===== config.mk =====
export PLATFORM = sky130hd
export DESIGN_NAME = mult_share_arbiter_flat
export DESIGN_NICKNAME = d
export VERILOG_FILES = /design/src/rtl/mult_share_arbiter_if.sv /design/src/rtl/mult_share_arbiter.sv /design/src/flat_wrapper.sv
export SDC_FILE = /design/constraint.sdc
export NUM_CORES = 1
export LEC_CHECK = 0
export ABC_AREA = 0
export CAP_MARGIN = 20
export CELL_PAD_IN_SITES_DETAIL_PLACEMENT = 1
export CELL_PAD_IN_SITES_GLOBAL_PLACEMENT = 1
export CORE_ASPECT_RATIO = 1.1
export CORE_MARGIN = 3
export CORE_UTILIZATION = 29
export CTS_CLUSTER_DIAMETER = 50
export DETAILED_ROUTE_END_ITERATION = 16
export PLACE_DENSITY = 0.93
export RECOVER_POWER = 50
export SLEW_MARGIN = 20
export SYNTH_ARGS = -nofsm -noshare
export SYNTH_HDL_FRONTEND = slang
export SYNTH_SLANG_ARGS = --single-unit

===== constraint.sdc =====
create_clock -name clk -period 2.1 [get_ports clk]
set_clock_uncertainty 0.05 [all_clocks]
set_input_delay 0.21 -clock clk [delete_from_list [all_inputs] [get_ports clk]]
set_output_delay 0.21 -clock clk [all_outputs]
set_load 0.005 [all_outputs]

===== src/rtl/mult_share_arbiter_if.sv =====
// rtl/mult_share_arbiter_if.sv - requester/response bus between datapath engines and the multiplier arbiter
interface mult_share_arbiter_if #(
    parameter int NREQ = 4,
    parameter int W    = 16
);
    logic [NREQ-1:0]   req_valid;
    logic [NREQ-1:0]   req_ready;
    logic [NREQ*W-1:0] req_a;
    logic [NREQ*W-1:0] req_b;
    logic [NREQ-1:0]   rsp_valid;
    logic [NREQ-1:0]   rsp_ready;
    logic [2*W-1:0]    rsp_y;
    logic              rsp_err;

    modport master (
        output req_valid, req_a, req_b, rsp_ready,
        input  req_ready, rsp_valid, rsp_y, rsp_err
    );

    modport slave (
        input  req_valid, req_a, req_b, rsp_ready,
        output req_ready, rsp_valid, rsp_y, rsp_err
    );
endinterface


===== src/rtl/mult_share_arbiter.sv =====
// rtl/mult_share_arbiter.sv - round-robin sharing of one sequential multiplier with start/done watchdog
module mult_share_arbiter #(
    parameter int NREQ      = 4,
    parameter int W         = 16,
    parameter int TIMEOUT   = 40,
    parameter int DONE_MASK = 2
) (
    input  logic                clk,
    input  logic                rst_n,
    mult_share_arbiter_if.slave bus,
    output logic                mul_start_o,
    output logic [W-1:0]        mul_a_o,
    output logic [W-1:0]        mul_b_o,
    input  logic                mul_done_i,
    input  logic [2*W-1:0]      mul_y_i,
    output logic                busy_o,
    output logic [15:0]         ops_cnt_o
);
    localparam int GW = (NREQ > 1) ? $clog2(NREQ) : 1;
    localparam int CW = $clog2(TIMEOUT + 1);

    typedef enum logic [1:0] {IDLE, RUN, RESP} state_t;

    state_t          state_q, state_d;
    logic [GW-1:0]   last_grant_q;
    logic [GW-1:0]   owner_q;
    logic [W-1:0]    a_q, b_q;
    logic [CW-1:0]   run_cnt_q;
    logic [2*W-1:0]  rsp_y_q;
    logic            err_q;
    logic [15:0]     ops_cnt_q;

    logic            win_found;
    logic [GW-1:0]   win_idx;
    logic [GW:0]     probe;
    logic            done_ok;
    logic            tmo;
    logic            rsp_hs;

    // Scan from the requester after last_grant; iterating downward keeps the nearest hit.
    always_comb begin
        win_found = 1'b0;
        win_idx   = '0;
        probe     = '0;
        for (int k = NREQ; k >= 1; k--) begin
            probe = {1'b0, last_grant_q} + (GW+1)'(k);
            if (probe >= (GW+1)'(NREQ)) probe = probe - (GW+1)'(NREQ);
            if (bus.req_valid[probe[GW-1:0]]) begin
                win_found = 1'b1;
                win_idx   = probe[GW-1:0];
            end
        end
    end

    // A done seen in the first DONE_MASK cycles may be left over from the previous operation.
    assign done_ok = mul_done_i && (run_cnt_q >= CW'(DONE_MASK));
    assign tmo     = (run_cnt_q == CW'(TIMEOUT - 1));
    assign rsp_hs  = bus.rsp_ready[owner_q];

    always_ff @(posedge clk or negedge rst_n) begin
        if (!rst_n) state_q <= IDLE;
        else        state_q <= state_d;
    end

    always_comb begin
        state_d = state_q;
        case (state_q)
            IDLE:    if (win_found)      state_d = RUN;
            RUN:     if (done_ok || tmo) state_d = RESP;
            RESP:    if (rsp_hs)         state_d = IDLE;
            default:                     state_d = IDLE;
        endcase
    end

    always_comb begin
        bus.req_ready = '0;
        bus.rsp_valid = '0;
        if (state_q == IDLE && win_found) bus.req_ready[win_idx] = 1'b1;
        if (state_q == RESP)              bus.rsp_valid[owner_q] = 1'b1;
        bus.rsp_y   = rsp_y_q;
        bus.rsp_err = err_q && (state_q == RESP);
        mul_start_o = (state_q == RUN);
        mul_a_o     = a_q;
        mul_b_o     = b_q;
        busy_o      = (state_q != IDLE);
        ops_cnt_o   = ops_cnt_q;
    end

    always_ff @(posedge clk or negedge rst_n) begin
        if (!rst_n) begin
            last_grant_q <= GW'(NREQ - 1);
            owner_q      <= '0;
            a_q          <= '0;
            b_q          <= '0;
            run_cnt_q    <= '0;
            rsp_y_q      <= '0;
            err_q        <= 1'b0;
            ops_cnt_q    <= '0;
        end else begin
            case (state_q)
                IDLE: begin
                    if (win_found) begin
                        a_q          <= bus.req_a[win_idx*W +: W];
                        b_q          <= bus.req_b[win_idx*W +: W];
                        owner_q      <= win_idx;
                        last_grant_q <= win_idx;
                        run_cnt_q    <= '0;
                    end
                end
                RUN: begin
                    run_cnt_q <= run_cnt_q + 1'b1;
                    if (done_ok) begin
                        rsp_y_q <= mul_y_i;
                        err_q   <= 1'b0;
                    end else if (tmo) begin
                        rsp_y_q <= '0;
                        err_q   <= 1'b1;
                    end
                end
                RESP: begin
                    if (rsp_hs) ops_cnt_q <= ops_cnt_q + 16'd1;
                end
                default: ;
            endcase
        end
    end
endmodule


===== src/flat_wrapper.sv =====
// flat-port wrapper written by rule: the top's interface ports become plain ports
module mult_share_arbiter_flat 
#(
    parameter int NREQ      = 4,
    parameter int W         = 16,
    parameter int TIMEOUT   = 40,
    parameter int DONE_MASK = 2
)
  (clk, rst_n, mul_start_o, mul_a_o, mul_b_o, mul_done_i, mul_y_i, busy_o, ops_cnt_o, bus_req_valid, bus_req_a, bus_req_b, bus_rsp_ready, bus_req_ready, bus_rsp_valid, bus_rsp_y, bus_rsp_err);
  mult_share_arbiter_if #(.NREQ(NREQ), .W(W)) bus_i ();
  input  logic clk;
  input  logic rst_n;
  output logic mul_start_o;
  output logic [W-1:0] mul_a_o;
  output logic [W-1:0] mul_b_o;
  input  logic mul_done_i;
  input  logic [2*W-1:0] mul_y_i;
  output logic busy_o;
  output logic [15:0] ops_cnt_o;
  input wire logic [$bits(bus_i.req_valid)-1:0] bus_req_valid;
  input wire logic [$bits(bus_i.req_a)-1:0] bus_req_a;
  input wire logic [$bits(bus_i.req_b)-1:0] bus_req_b;
  input wire logic [$bits(bus_i.rsp_ready)-1:0] bus_rsp_ready;
  output wire logic [$bits(bus_i.req_ready)-1:0] bus_req_ready;
  output wire logic [$bits(bus_i.rsp_valid)-1:0] bus_rsp_valid;
  output wire logic [$bits(bus_i.rsp_y)-1:0] bus_rsp_y;
  output wire logic [$bits(bus_i.rsp_err)-1:0] bus_rsp_err;
  assign bus_i.req_valid = bus_req_valid;
  assign bus_i.req_a = bus_req_a;
  assign bus_i.req_b = bus_req_b;
  assign bus_i.rsp_ready = bus_rsp_ready;
  assign bus_req_ready = bus_i.req_ready;
  assign bus_rsp_valid = bus_i.rsp_valid;
  assign bus_rsp_y = bus_i.rsp_y;
  assign bus_rsp_err = bus_i.rsp_err;
  mult_share_arbiter #(.NREQ(NREQ), .W(W), .TIMEOUT(TIMEOUT), .DONE_MASK(DONE_MASK)) u_core (.clk(clk), .rst_n(rst_n), .bus(bus_i), .mul_start_o(mul_start_o), .mul_a_o(mul_a_o), .mul_b_o(mul_b_o), .mul_done_i(mul_done_i), .mul_y_i(mul_y_i), .busy_o(busy_o), .ops_cnt_o(ops_cnt_o));
endmodule

* Word-level counts from Yosys, hierarchy flattened *
Cells that the tools add are included.

storage, ports and cells
  output and inout port bits = 91
  word-level logic and storage cells = 93
  bits in registers = 93
  input port bits = 171

cells by class
  reductions and logical operators = 15
  equality and inequality tests = 6
  shift operators = 2
  muxes and demuxes = 38
  magnitude comparators = 13
  add/subtract/negate cells = 10

operators by type and width
  cell                     count
  $shiftx A64 B7 Y16       2
  $mux W32                 2
  $mux W2                  11
  $lt A2 B3 Y1 const B     6
  $add A16 B1 Y16 const B  1
  $mux W1                  13
  $ge A3 B3 Y1 const B     4
  $pmux W6 S2              1
  $bmux W1 S2              5
  $mux W4                  2
  $reduce_and A2 Y1        4
  $sub A2 B1 Y2 const B    4
  $add A2 B2 Y3 const B    2
  $add A6 B1 Y6 const B    1
  $eq A6 B6 Y1 const B     1
  $ge A6 B2 Y1 const B     1
  $mux W6                  1
  $ne A2 B1 Y1 const B     3
  $pmux W2 S3              1
  $reduce_bool A2 Y1       3
  $logic_and A1 B1 Y1      5
  $demux W1 S2             2
  $ge A2 B1 Y1 const B     2
  $add A2 B1 Y3 const B    1
  other kinds (6)          6

* Depth between registers and ports, before layout *
Gate-level depths: netlist of the first run.

  depth in word-level cells = 14
  gate-level depth with buffers = 8
  depth with buffers taken out = 7

* Least setup slack after synthesis of the first run *
Ideal clock, no wire load.

  path type = reg-to-reg
  start point = reg u_core.run_cnt_q[0]
  end point = reg u_core.rsp_y_q[1] (netlist: u_core.bus.rsp_y[1])
  path slack = 197 ps
  data required time = 1,929 ps
  cell stages (with the launch flop) = 8
  buffers on the path = 1
  setup time = 121 ps
  data arrival time = 1,732 ps
  clock period less this slack = 1,903 ps
  cell sequence = dfrtp_1 > inv_1 > ha_1 > or4_4 > o31ai_4 > nor2_2 > buf_6 > a22o_2

on the way
  longest elaborated chain between the ends = 4
  elaborated cells between the ends (all ways) = 6
  those cells by class = 1 x order compare; 1 x eq/ne; 1 x mux; 3 x reduce/logical

ends and longest elaborated chain
  what                          RTL line                   source
  start, declared               mult_share_arbiter.sv:28   logic [CW-1:0] run_cnt_q;
  start signal, assigned        mult_share_arbiter.sv:111  run_cnt_q <= run_cnt_q + 1'b1;
  $ge A6 B2 Y1                  mult_share_arbiter.sv:56   assign done_ok = mul_done_i && (run_cnt_q >= CW'(DONE_MASK));
  $logic_and A1 B1 Y1           mult_share_arbiter.sv:56
  $reduce_bool A2 Y1 (no line)  n/a
  $reduce_and A2 Y1 (no line)   n/a
  end signal, assigned          mult_share_arbiter.sv:113  rsp_y_q <= mul_y_i;
  end, declared                 mult_share_arbiter.sv:29   logic [2*W-1:0] rsp_y_q;

Several ways; a longest one is shown, not always the timed one.
A chain may end at the register's enable or synchronous reset.

* Final worst setup path of the first run *
  start point = in bus_req_valid[3]
  end point = reg u_core.a_q[6] (netlist: u_core.mul_a_o[6])

on the way
  longest elaborated chain between the ends = 7
  elaborated cells between the ends (all ways) = 18
  those cells by class = 1 x shift; 16 x mux; 1 x reduce/logical

ends and longest elaborated chain
  what                                                            RTL line                   source
  start, declared                                                 flat_wrapper.sv:20         input wire logic [$bits(bus_i.req_valid)-1:0] bus_req_valid;
  $bmux W1 S2                                                     mult_share_arbiter.sv:48   if (bus.req_valid[probe[GW-1:0]]) begin
  $mux W1 (implied by the code)                                   mult_share_arbiter.sv:48
  $mux W2 / $mux W1 (equally long branches) (4 in series)         mult_share_arbiter.sv:48
  $shiftx A64 B7 Y16 / $reduce_and A2 Y1 (equally long branches)  n/a
  end signal, assigned                                            mult_share_arbiter.sv:103  a_q <= bus.req_a[win_idx*W +: W];
  end, declared                                                   mult_share_arbiter.sv:27   logic [W-1:0] a_q, b_q;

Several ways; a longest one is shown, not always the timed one. The select of a mux whose other input is x is not followed.

==> metrics.md, run 1 <==
| Metric | Value |
|---|---|
| Status | `finished with violations` |
| Failing checks | `setup timing` |
| Final Core Density | `a little over half` |
| TritonRoute pass-1 iters | `4` |
| Netlist cell types | `43` |
| Nets | `872` |
| Startpoint types | `input pin` |
| Vias/cell | `5.09` |
| Post-synthesis adder-cell area fraction | `less than 1%` |
| Cell count after synthesis | `402` |
| End of the critical path | `u_core.mul_a_o[6]` |
| Synthesized Nets | `576` |
| # port buffers | `~260` |
| Antenna violations before repair | `0` |
| Die width | `127 um` |
| CTS tree | `done` |
| Cts bufs inserted | `9` |
| Most common cell after layout, fill and taps aside | `clkdlybuf4s50_1` |
| First-iteration detailed-routing DRC count | `roughly 180` |
| Slew headroom | `40.1%` |
| Sink Count | `93` |
| Average cell area after synthesis | `between 10 and 15 um2` |
| Flops & latches, synth | `93` |
| PwrDens | `1240 nW/um2` |
| Commonest cells after routing, fill and taps aside | `clkdlybuf4s50_1 (224), dfrtp_1 (91), mux2i_1 (54)` |
| Area grow syn2layout | `79.2%` |
| Reg-to-Reg Start | `u_core.last_grant_q[1]` |
| Hold Worst Slack | `roughly 430 ps` |
| Synth warn | `0` |
| Htree depth | `3` |
| Worst Hold Class | `reg2reg` |
| Largest family of logic cells by synthesized area | `compound AO/OA/AOI/OAI gates` |
| Critical path fanouts, max | `6` |
| Critical Path Sink Type | `register` |
| Vias in the first global route | `5151` |
| Gr usage total | `approximately a fifth` |
| Asr flop ratio synth | `100%` |
| CP startpoint | `bus_req_valid[3]` |
| Prevailing post-synth register cell | `dfrtp_1` |
| R2R depth | `8` |
| Die Y | `around 140 um` |
| IO Pins | `262` |
| CP Data Arrival Time | `2240 ps` |
| Layout cells sized above 1 | `20.1%` |
| Max Fclk | `~480 MHz` |
| Synthesized cell area | `4670 um2` |
| Post-route setup slack | `-3.04 ps` |
| Crit Reg-Reg Endpoint | `u_core.mul_a_o[6]` |
| Simple-Gate Fraction of Synth Area | `about 11%` |
| Die Footprint | `17700 um2` |
| Residual DRC | `0` |
| Starting density of the core | `29.7%` |
| Global route overflow | `0` |
| Global-route wire length before repair | `27400 um` |
| R2r setup slk | `10 ps` |
| Synth Area in Compound Gates | `between 10% and 20%` |
| Row count | `48` |
| Total of max-cap violations | `0` |
| Worst path required time | `2240 ps` |
| Number of synthesized flops with an enable pin | `0` |
| Fin crit period | `2100 ps` |
| Post-Synth XOR/XNOR Area | `approximately 2.8%` |
| Wire per inst | `19.5 um` |
| Mux cell area share after synthesis | `14.7%` |
| Sequential area share after synthesis | `49.9%` |
| Setup-failing EPs final | `1` |
| Vias | `4598` |
| DRT Wirelength | `17600 um` |
| Final count of hold timing violations | `0` |
| CTS max path bufs | `2` |
| Unrepaired setup endpoints after global routing | `yes` |
| Clk pin slew, worst setup/hold paths | `~70 ps` |
| Critical path class | `in2reg` |
| Leakage | `3.74 nW` |
| Root Buffer | `clkbuf_16` |
| Hold Crit Depth | `1` |
| Final worst-path cycle share | `100%` |
| ANT cells | `0` |
| Core area | `15700 um2` |
| Largest net degree at the start of global routing | `39` |
| RD Place Congestion | `0.809` |
| Clock Latency Late Sink | `340 ps` |
| HPWL after DPL | `between 10000 and 15000 um` |
| Worst VDD drop | `between 0.5 and 0.6 mV` |
| Routed Antenna Nets | `0` |
| Total Negative Setup Slacks | `-3.04 ps` |
| Max Slew Vio Count | `0` |
| Least-Margin Pin Slew | `between 800 and 900 ps` |
==> worst max-delay path, cell delays in order <==
cell and delay [ps]:
clkdlybuf4s50_1 550, nor2b_2 310, a21oi_4 60, o221ai_4 230, buf_6 180, clkbuf_16 170, buf_8 120, mux2i_1 230
o221ai_1 170
==> metal layers <==
metal  up-vias  routed length (um)  track usage, %
met5         -                   0               0
met4         0                 301            4.46
met3        19                1380            6.01
met2       194                9510            35.3
met1      2289                6430            21.7
li1       2096                   -               -
==> cell usage after synthesis (2+ instances only) <==
library cell / n / share of area (%)
or2_2: 3 / 0.40
a31oi_1: 3 / 0.40
ha_1: 3 / 0.80
o221ai_1: 32 / 6.0
dfrtp_1: 91 / 49
and3_1: 6 / 0.80
xnor2_1: 8 / 1.5
nand3_1: 5 / 0.54
a22o_2: 29 / 6.2
nor2b_1: 2 / 0.27
buf_2: 4 / 0.43
mux2i_1: 65 / 14
inv_1: 6 / 0.48
nand4_1: 5 / 0.67
nand4_4: 2 / 0.91
xor2_1: 7 / 1.3
clkbuf_1: 7 / 0.56
and2_1: 3 / 0.40
o21ai_0: 11 / 1.2
nor2_1: 20 / 1.6
buf_4: 4 / 0.64
dfstp_2: 2 / 1.1
nand2_1: 48 / 3.9
a21oi_1: 3 / 0.32
buf_6: 9 / 2.2
nand2b_1: 4 / 0.54
nor3_1: 2 / 0.21
a22o_1: 3 / 0.56
==> worst min-delay path by stage <==
stage / to / slack (ps) / start
after CTS: u_core.bus.rsp_y[28] / 330 / rst_n
final: u_core.ops_cnt_o[15] / 430 / u_core.ops_cnt_o[15]
after global routing: u_core.bus.rsp_y[13] / 420 / mul_y_i[13]
after floorplan: u_core.bus.rsp_y[0] / -140 / rst_n
after detailed placement: u_core.bus.rsp_y[28] / 150 / rst_n
after global placement: u_core.ops_cnt_o[14] / 140 / rst_n
==> sequential cells by signal, indices dropped and copies added, names as in the netlist <==
| name | flops |
|---|---|
| u_core.run_cnt_q | 6 |
| u_core.ops_cnt_o | 16 |
| u_core.last_grant_q | 2 |
| u_core.err_q | 1 |
| u_core.bus.rsp_y | 32 |
| u_core.state_q | 2 |
| u_core.mul_a_o | 16 |
| u_core.mul_b_o | 16 |
| u_core.owner_q | 2 |
==> what timing repair did <==
item | CTS | global route
cloned | 1 | 3
resized for setup | 24 | 45
hold endpoints to repair | 31 | 0
buffers inserted | 6 | 4
pin swaps | 2 | 15
hold buffers | 1 | 0
setup endpoints to repair | 42 | 67
==> per-stage QoR <==
step	area [um2]	setup slack [ps]	power, mW	cells
5_1_grt	8370	-121	11.1	903
4_1_cts	8130	-17.2	10.2	896
2_1_floorplan	4670	197	5.38	402
6_report	8370	-3.04	10.4	903
3_3_place_gp	7680	-166	7.81	872
3_5_place_dp	7680	-357	8.12	872
==> power by group <==
part | total (mW) | leakage (nW) | internal [mW] | switching (mW)
clock network | 1.77 | 0.154 | 1.05 | 0.719
registers | 3.02 | 1.17 | 2.53 | 0.487
logic | 5.63 | 2.42 | 3.20 | 2.43
total | 10.4 | 3.74 | 6.79 | 3.63
==> cell type report <==
cell class / count / area, um2
clock buffers: 10 / 229
clock inverters: 6 / 93.8
fillers: 1633 / 7360
inverters: 6 / 22.5
multi-input cells: 279 / 2300
flip-flops and latches: 93 / 2330
well taps: 200 / 250
repair buffers: 309 / 3140
==> kinds of logic after synthesis <==
logic type	Yosys count
XOR/XNOR	15
flip-flops	93
AO/OA/AOI/OAI	87
multiplexers	67
adder cells (fa/ha/maj)	3
AND/OR/NAND/NOR	106
buffers and inverters	31
Power figures use the tool's default switching activity.
==> run 2: changes to the inputs <==
--- a/config.mk
+++ b/config.mk
@@ -11,11 +11,11 @@
 export CELL_PAD_IN_SITES_GLOBAL_PLACEMENT = 1
 export CORE_ASPECT_RATIO = 1.1
 export CORE_MARGIN = 3
-export CORE_UTILIZATION = 29
+export CORE_UTILIZATION = 26
 export CTS_CLUSTER_DIAMETER = 50
 export DETAILED_ROUTE_END_ITERATION = 16
-export PLACE_DENSITY = 0.93
-export RECOVER_POWER = 50
+export PLACE_DENSITY = 0.89
+export RECOVER_POWER = 100
 export SLEW_MARGIN = 20
 export SYNTH_ARGS = -nofsm -noshare
 export SYNTH_HDL_FRONTEND = slang
==> constraint.sdc (replaced) <==
create_clock -name clk -period 1.8 [get_ports clk]
set_clock_uncertainty 0.05 [all_clocks]
set_input_delay 0.18 -clock clk [delete_from_list [all_inputs] [get_ports clk]]
set_output_delay 0.18 -clock clk [all_outputs]
set_load 0.005 [all_outputs]
==> run 2 against run 1 <==
The flow still finishes with violations (setup timing). Register-to-register slack lost 310 ps. Via count grew 2.1%. Utilization shrank 3.8 points. Clock-buffer cell count is the same. Highest routed layer unchanged. Clock power grew 20%. Global-route usage grew 0.41 points. Critical path depth shrank 4. Combinational power grew 22%. Flip-flop and latch count is the same.
==> metrics.md, run 2 (synthesized netlist as in run 1, its figures left out) <==
| Metric | Value |
|---|---|
| Seq. cell area | `2330 um2 (unchanged)` |
| Worst VDD drop | `0.673 mV (+20%)` |
| Leakage | `3.87 nW (+3.4%)` |
| Max Slew Vio Count | `0 (unchanged)` |
| Critical Path Sink Type | `primary output` |
| Max reg flops | `32 (unchanged)` |
| Worst Hold Class | `in2async` |
| Critical path class | `reg2out` |
| Least-Margin Pin Slew | `702 ps (-197 ps)` |
| R2R depth | `7 (-1)` |
| Met3 WL | `1580 um (+15%)` |
| TritonRoute pass-1 iters | `5 (+1)` |
| Area grow syn2layout | `83.2%` |
| Global route overflow | `0 (unchanged)` |
| Clk pin slew, worst setup/hold paths | `70 ps (about the same)` |
| Met2 routed WL | `10500 um (+11%)` |
| Routed Antenna Nets | `0 (unchanged)` |
| Starting density of the core | `27.0% (-2.7 points)` |
| Combinational Power Share | `55.0% (+1.0 points)` |
| Nets | `878 (+0.69%)` |
| Total Negative Setup Slacks | `-13480 ps (-13480 ps)` |
| Failing checks | `setup timing` |
| Crit Reg-Reg Endpoint | `u_core.mul_b_o[7]` |
| Layout cells sized above 1 | `21.6% (+1.5 points)` |
| Global-route wire length before repair | `30300 um (+10%)` |
| Die Y | `147 um (+5.4%)` |
| First-iteration detailed-routing DRC count | `173 (-1.7%)` |
| Post-route setup slack | `-326 ps (-323 ps)` |
| CP max stage cell | `dfstp_2` |
| Die Footprint | `19600 um2 (+11%)` |
| Metal-1 WL | `7420 um (+15%)` |
| Largest net degree at the start of global routing | `36 (-7.7%)` |
| Final worst-path cycle share | `118%` |
| CP cell instances | `mux2i_4, o221ai_4, buf_4, and3_4, buf_6` |
| Clock network power share | `17.0% (about the same)` |
| Status | `finished with violations` |
| R2r setup slk | `-300 ps (-310 ps)` |
| Row count | `50 (+4.2%)` |
| Clock Latency Late Sink | `340 ps (about the same)` |
| Sink Count | `93 (unchanged)` |
| Most common cell after layout, fill and taps aside | `clkdlybuf4s50_1` |
| Fill count | `1839 (+13%)` |
| Gr usage total | `19.7% (+0.41 points)` |
| Total of max-cap violations | `0 (unchanged)` |
| Startpoint types | `register` |
| Setup-failing EPs final | `80 (+79)` |
| Vias | `4696 (+2.1%)` |
| Slew headroom | `53.2% (+13 points)` |
| Antenna violations before repair | `1 (+1)` |
| CTS tree | `done` |
| Final instance area | `8550 um2 (+2.2%)` |
| Cts bufs inserted | `9 (unchanged)` |
| HPWL after DPL | `14300 um (+10%)` |
| RD Place Congestion | `0.831 (+2.7%)` |
| Fin crit period | `2130 ps` |
| Final count of hold timing violations | `0 (unchanged)` |
| Htree depth | `3 (unchanged)` |
| DRT Wirelength | `20100 um (+14%)` |
| Commonest cells after routing, fill and taps aside | `clkdlybuf4s50_1 (168), dfrtp_1 (91), dlygate4sd3_1 (82)` |
| Max Fclk | `470 MHz` |
| Wire per inst | `21.2 um (+8.9%)` |
| IO Pins | `262 (unchanged)` |
| Vias/cell | `4.97 (-2.3%)` |
| Critical path fanouts, max | `4 (-2)` |
| Sw frac | `36.1% (+1.3 points)` |
| Die width | `134 um (+5.3%)` |
| CP Data Arrival Time | `1900 ps (-340 ps)` |
| Psw | `4.51 mW (+24%)` |
| Residual DRC | `0 (unchanged)` |
| Root Buffer | `clkbuf_16` |
| Core area | `17300 um2 (+10%)` |
| Vias in the first global route | `5188 (+0.72%)` |
| Reg-to-Reg Start | `u_core.last_grant_q[1]` |
| Top sig layer | `met4` |
| Worst path required time | `1570 ps (-670 ps)` |
| Flop pwr share | `27.9% (-1.1 points)` |
| Area of the multi-input gates | `2400 um2 (+4.1%)` |
| PwrDens | `1460 nW/um2 (+17%)` |
| CTS max path bufs | `2 (unchanged)` |
| Dpl cell area | `7820 um2 (+1.8%)` |
| Unrepaired setup endpoints after global routing | `yes` |
| Pint | `7.97 mW (+17%)` |
| Largest stage delay on the critical path | `640 ps (+90 ps)` |
| # port buffers | `261 (unchanged)` |
[run 2: changes by cell type in the layout (fill, tap and decap cells not counted), moves of 4 or more]
cell | previous run | this run
a22o_2 | 29 | 22
a22o_4 | 0 | 7
buf_4 | 26 | 30
buf_6 | 4 | 10
buf_8 | 7 | 1
clkdlybuf4s50_1 | 224 | 168
dlygate4sd3_1 | 31 | 82
nor2_4 | 2 | 7
[run 2: through the flow]
stage / utilization, % / setup slack (ps) / cells / power [mW] / hold slack, ps
after floorplan: - / -91.9 / 402 / 6.31 / -166
after global placement: 45.1 / -438 / 913 / 9.47 / 77.2
final: 49.4 / -326 / 944 / 12.5 / 366
after global routing: 49.4 / -388 / 944 / 13.3 / 392
after detailed placement: 45.1 / -477 / 913 / 9.70 / 83.2
after CTS: 48.6 / -266 / 939 / 12.5 / 251
[run 2: how the worst max path moves through the flow]
stage	startpoint	to	slack [ps]	depth (start not counted)
global placement	bus_req_valid[3]	bus_req_ready[2]	-440	7
CTS	u_core.last_grant_q[1]	bus_req_ready[2]	-270	6
detailed placement	bus_req_valid[3]	bus_req_ready[2]	-480	7
finish	u_core.last_grant_q[1]	bus_req_ready[1]	-330	5
floorplan	u_core.run_cnt_q[0]	u_core.bus.rsp_y[1]	-90	7
global route	u_core.last_grant_q[1]	u_core.mul_a_o[11]	-390	7
[run 2: final cells by class]
class                   instances  share of cell area [%]
flip-flops and latches         93                    27.2
multi-input cells             281                    28.1
inverters                       6                   0.293
clock inverters                 6                    1.10
repair buffers                313                    37.2
diodes                          1                  0.0293
well taps                     234                    3.42
clock buffers                  10                    2.68
[run 2: repair_timing]
item	in CTS	in global routing
hold buffers	1	0
pin swaps	41	7
endpoints found under the setup margin	86	92
setup buffers	6	3
resized for setup	75	32
hold endpoints to repair	23	0
cloned	5	2
[run 2: power by group through the flow]
stage | Combinational, mW | Sequential [mW] | Clock (mW)
after global placement | 6.03 | 3.43 | 0
after detailed placement | 6.20 | 3.50 | 0
after floorplan | 2.80 | 3.51 | 0
after CTS | 6.82 | 3.48 | 2.20
after global routing | 7.38 | 3.59 | 2.29
final | 6.86 | 3.48 | 2.13
[run 2: routing by layer]
layer	GRT usage, %	vias to the layer above
met1	21.4	2303
li1	-	2115
met5	0	-
met3	6.27	33
met4	6.17	0
met2	36.0	245
[run 2: worst max-delay path, delay by kind of cell (launching register included)]
| family | cells | cell delay (ps) |
|---|---|---|
| buffers and inverters | 2 | 270 |
| AOI/OAI and AO/OA | 1 | 170 |
| DFF | 1 | 640 |
| muxes | 1 | 310 |
| and+or+nand+nor | 1 | 170 |
